File: src/rtl/apb_arb_master.sv
// APB requester shared by two clients: round-robin arbitration, a wait-state
// timeout, and registered one-cycle response pulses back to the winner.
module apb_arb_master #(
  parameter int ADDR_WIDTH = 32,
  parameter int DATA_WIDTH = 32,
  parameter int TIMEOUT    = 16
) (
  input  logic                    PCLK,
  input  logic                    PRESETn,
  input  logic [1:0]              req_valid,
  input  logic [1:0]              req_write,
  input  logic [2*ADDR_WIDTH-1:0] req_addr,
  input  logic [2*DATA_WIDTH-1:0] req_wdata,
  output logic [1:0]              req_accept,
  output logic [1:0]              rsp_valid,
  output logic [DATA_WIDTH-1:0]   rsp_rdata,
  output logic                    rsp_err,
  output logic                    PSELx,
  output logic                    PENABLE,
  output logic                    PWRITE,
  output logic [ADDR_WIDTH-1:0]   PADDR,
  output logic [DATA_WIDTH-1:0]   PWDATA,
  input  logic [DATA_WIDTH-1:0]   PRDATA,
  input  logic                    PREADY,
  input  logic                    PSLVERR
);

  typedef enum logic [1:0] {IDLE, SETUP, ACCESS} state_t;

  state_t     state, next_state;
  logic       last_grant;
  logic       grant;
  logic       winner;
  logic [7:0] wait_cnt;
  logic       done;
  logic       timed_out;

  assign done      = (state == ACCESS) && PREADY;
  assign timed_out = (state == ACCESS) && !PREADY && (wait_cnt == 8'(TIMEOUT - 1));
  assign PSELx     = (state != IDLE);
  assign PENABLE   = (state == ACCESS);

  always_ff @(posedge PCLK or negedge PRESETn) begin
    if (!PRESETn) state <= IDLE;
    else          state <= next_state;
  end

  // req_accept is gated by PRESETn so a held request cannot show through reset.
  always_comb begin
    next_state = state;
    req_accept = '0;
    winner     = (req_valid == 2'b11) ? ~last_grant : req_valid[1];
    case (state)
      IDLE: begin
        if (|req_valid) begin
          next_state         = SETUP;
          req_accept[winner] = PRESETn;
        end
      end
      SETUP:   next_state = ACCESS;
      ACCESS:  if (done || timed_out) next_state = IDLE;
      default: next_state = IDLE;
    endcase
  end

  always_ff @(posedge PCLK or negedge PRESETn) begin
    if (!PRESETn) begin
      last_grant <= 1'b1;
      grant      <= 1'b0;
      PWRITE     <= 1'b0;
      PADDR      <= '0;
      PWDATA     <= '0;
      wait_cnt   <= '0;
      rsp_valid  <= '0;
      rsp_rdata  <= '0;
      rsp_err    <= 1'b0;
    end else begin
      rsp_valid <= '0;
      rsp_rdata <= '0;
      rsp_err   <= 1'b0;

      if (state == IDLE && |req_valid) begin
        grant      <= winner;
        last_grant <= winner;
        PWRITE     <= req_write[winner];
        PADDR      <= winner ? req_addr[2*ADDR_WIDTH-1:ADDR_WIDTH] : req_addr[ADDR_WIDTH-1:0];
        PWDATA     <= winner ? req_wdata[2*DATA_WIDTH-1:DATA_WIDTH] : req_wdata[DATA_WIDTH-1:0];
      end

      if (state == SETUP)                 wait_cnt <= '0;
      else if (state == ACCESS && !PREADY) wait_cnt <= wait_cnt + 8'd1;

      // Writes return zero read data; a timeout reports an error with no data.
      if (done) begin
        rsp_valid[grant] <= 1'b1;
        rsp_rdata        <= PWRITE ? '0 : PRDATA;
        rsp_err          <= PSLVERR;
      end else if (timed_out) begin
        rsp_valid[grant] <= 1'b1;
        rsp_err          <= 1'b1;
      end
    end
  end

endmodule

File: config.mk
export PLATFORM = sky130hd
export DESIGN_NAME = apb_arb_master
export DESIGN_NICKNAME = d
export VERILOG_FILES = /design/src/rtl/apb_arb_master.sv
export SDC_FILE = /design/constraint.sdc
export NUM_CORES = 1
export LEC_CHECK = 0
export CAP_MARGIN = 20
export CORE_MARGIN = 2
export CORE_UTILIZATION = 25
export DETAILED_ROUTE_END_ITERATION = 8
export SYNTH_ARGS = -nofsm -noshare
export SYNTH_HDL_FRONTEND = slang
export SYNTH_SLANG_ARGS = --single-unit
File: constraint.sdc
create_clock -name PCLK -period 2.4 [get_ports PCLK]
set_input_delay 0.24 -clock PCLK [delete_from_list [all_inputs] [get_ports PCLK]]
set_output_delay 0.24 -clock PCLK [all_outputs]
set_load 0.02 [all_outputs]
==> results by group <==
Run status
  • Status: complete, no violations

Clock tree
  • H-tree depth: 3
  • Clk_lat worst skew: 0.35 ns
  • TritonCTS clock tree: built
  • CTS Buffer Depth: 2
  • Postcts setup bufs: 0
  • Clock Tree Root: clkbuf_16
  • CTS clock-pin slew for the worst setup and hold paths: 0.08 ns
  • Clk sink count: 112
  • CTS buffer count: 9

Synthesis
  • Post-synth EDFFs: 0
  • Syn Inst Count: 343
  • Netlist cell types: 34
  • FF+latch count, synth: 112
  • Ys Warns: 0
  • Share of flip-flops with an asynchronous set or reset: 1.000
  • Syn Std Cell Area: 0.004910 mm^2
  • Syn Nets: 512
  • Commonest cells in the netlist: mux2_2, dfrtp_1, and2_1, buf_2, nand2_1
  • Synth top area share: 0.5657
  • Main synth FF type: dfrtp_1
  • Area contributors post-synth: dfrtp_1, mux2_2, and2_1, buf_2, mux2i_1
  • Count leader, synth: mux2_2
  • Register area share after synthesis: 0.5711
  • Synthesized area per cell: 14.31 um^2
  • Largest area contributor in the synthesized netlist: dfrtp_1

Floorplanning
  • Die X: 144.1 um
  • Die H: 144.1 um
  • Starting Density: 0.2531
  • Top Ports: 272
  • Cell row count: 51
  • Full die area: 0.02078 mm^2
  • Area of the core: 0.01940 mm^2

Final layout
  • Fillers: 1857
  • Layout cells sized above 1: 0.2617
  • Area Overhead vs Synth: 68.55%
  • Register Area: 0.002804 mm^2
  • # diodes: 0
  • Multi-input logic area: 0.002013 mm^2
  • Final nets: 783
  • Post-Layout Inst Area: 0.008275 mm^2

Hold path
  • Hold Path End: rsp_rdata[19]$_DFF_PN0_
  • Min-delay src: PRDATA[19]
  • Hold Path Class: input port to flop
  • Hold Path Depth: 2

Routing
  • Vias/cell: 4.212
  • Vias: 3723
  • Drc violations: 0
  • Pre-antenna DRT Iters: 4
  • Iter 0 DRT Violations: 68
  • DR WL/cell: 15.32 um
  • Routed Wire Length: 13540 um
  • ANT nets after route: 0

Place
  • Placer Congestion: 0.7589
  • Detailed placer's ending HPWL: 10350 um
  • Pre-CTS setup slack: 0.2306 ns
  • Port Buffers: 271
  • Placed cell areas: 0.007936 mm^2

Timing
  • Hold Vio Cnt, Final: 0
  • RSZ-0062 raised after global routing: no
  • Final Max Tran Viols: 0
  • Max Freq: 504.5 MHz
  • Worst slew margin: 0.3947
  • Tmin final: 1.982 ns
  • Clock Skews: 0.008892 ns
  • Setup-failing EPs final: 0
  • Setup_tns: 0 ns
  • Worst slew pin tran: 0.9079 ns
  • Final Cycle Share: 0.8260
  • Worst Slack Setup Final: 0.4177 ns

Power
  • Worst VDD drop: 0.4089 mV
  • Psw: 2925 uW
  • Clock Power Share: 0.189
  • Cell-internal power: 5770 uW
  • Comb power frac: 0.474
  • Leak Pwr: 0.003415 uW
  • Seq pwr share: 0.336
  • PwrDens: 1051 mW/mm^2
  • Sw Ratio: 0.3364

Critical path
  • R2r setup slk: 0.63 ns
  • Worst EP required: 2.16 ns
  • Crit-path max cell delay: 0.60 ns
  • Worst setup SP type: input port
  • CP Max Fanout: 4
  • Crit-path cells: clkdlybuf4s50_1 -> a21boi_4 -> and3_1 -> clkdlybuf4s50_1
  • Crit path buffers/inverters: 2
  • Worst Reg2Reg Path Length in Cells: 4
  • CP delay by family, top: buffers and inverters
  • R2r startpoint: last_grant$_DFFE_PN1P_
  • Worst path slowest cell: clkdlybuf4s50_1
  • Crit. End Element: output pin
  • CP most frequent cell: clkdlybuf4s50_1
  • Reg2reg end: PADDR[18]$_DFFE_PN0P_
  • Worst EP arrival: 1.74 ns
  • Worst setup path class: input port to output pin

GRT
  • Grt total ovfl: 0
  • Via count of the first global-routing pass: 3987
  • Initial antenna violation count: 0
  • First-pass GRT wire length: 20360 um
  • Largest net degree at the start of global routing: 72
  • Total GRT Usage: 0.1273

Run
  • Max-Cap Viols: 0
## through the flow
| stage | utilization | instances | hold slack (ns) | power [uW] |
|---|---|---|---|---|
| 2_1_floorplan | - | 343 | -0.05559 | 5139 |
| 3_3_place_gp | 0.4091 | 867 | 0.3584 | 7065 |
| 3_5_place_dp | 0.4091 | 867 | 0.3715 | 7161 |
| 4_1_cts | 0.4265 | 884 | 0.4162 | 8869 |
| 5_1_grt | 0.4266 | 884 | 0.4298 | 9209 |
| 6_report | 0.4266 | 884 | 0.4358 | 8695 |
## power groups by stage
stage / Combinational [uW] / Clock, uW / Sequential, uW
finish: 4120 / 1650 / 2930
global route: 4390 / 1810 / 3010
CTS: 4200 / 1730 / 2940
detailed placement: 4190 / 0 / 2970
global placement: 4130 / 0 / 2930
floorplan: 1440 / 0 / 3700
## timing repair
action	CTS	global route
gates resized for setup	0	1
hold endpoints to repair	37	0
hold buffers	1	0
setup endpoints to repair	0	1
## state kept, by name (all words and copies together), names as in the netlist
register / flops
grant: 1
rsp_rdata: 32
state: 2
rsp_valid: 2
rsp_err: 1
PWRITE: 1
PADDR: 32
wait_cnt: 8
last_grant: 1
PWDATA: 32
## layout by cell type (no fill, tap or decap), types with 2 or more instances in the layout
| cell | n |
|---|---|
| inv_1 | 2 |
| clkdlybuf4s50_1 | 269 |
| nand2b_1 | 2 |
| o21ai_0 | 3 |
| buf_4 | 5 |
| mux2_2 | 133 |
| dfrtp_1 | 111 |
| nand2_1 | 7 |
| clkbuf_16 | 9 |
| a21oi_1 | 2 |
| and3_1 | 3 |
| bufinv_16 | 2 |
| and2_1 | 33 |
| inv_6 | 2 |
| buf_12 | 2 |
| nor2_1 | 3 |
| nand3_1 | 3 |
| nand4_1 | 2 |
| mux2i_1 | 3 |
## area by class of cell
cell class / count / share of cell area
Clock buffer: 9 / 0.02721
Sequential cell: 112 / 0.3388
Clock inverter: 7 / 0.01225
Inverter: 2 / 0.0009072
Timing Repair Buffer: 278 / 0.3375
Tap cell: 265 / 0.04007
Multi-Input combinational cell: 211 / 0.2433
## worst register-to-register path: stages, from the launching register on
cell and delay (ns):
dfstp_2 0.39, a21boi_4 0.20, buf_4 0.37, mux2_2 0.42
mux2_2 0.27
## kinds of logic after synthesis
family / count (synthesis) / share of synthesized area
flip-flops: 112 / 0.5711
multiplexers: 136 / 0.3112
adder cells (fa/ha/maj): 1 / 0.002548
AO/OA/AOI/OAI: 11 / 0.01631
buffers and inverters: 20 / 0.02141
AND/OR/NAND/NOR: 63 / 0.07748
## worst max path at each step
stage | start | endpoint | cells past startpoint
after detailed placement | req_valid[1] | PADDR[18]$_DFFE_PN0P_ | 5
after CTS | state[0]$_DFFE_PN0P_ | req_accept[0] | 5
final | req_valid[1] | req_accept[1] | 4
after global routing | state[0]$_DFFE_PN0P_ | req_accept[1] | 3
after floorplan | last_grant$_DFFE_PN1P_ | PWDATA[16]$_DFFE_PN0P_ | 5
after global placement | req_valid[1] | PADDR[18]$_DFFE_PN0P_ | 5
## per-layer routing
| metal | wire length (um) | global-route usage |
|---|---|---|
| met4 | 190 | 0.04752 |
| met5 | 0 | 0 |
| met2 | 6462 | 0.2203 |
| met3 | 1750 | 0.06026 |
| met1 | 5136 | 0.1354 |
Power figures use the tool's default switching activity.
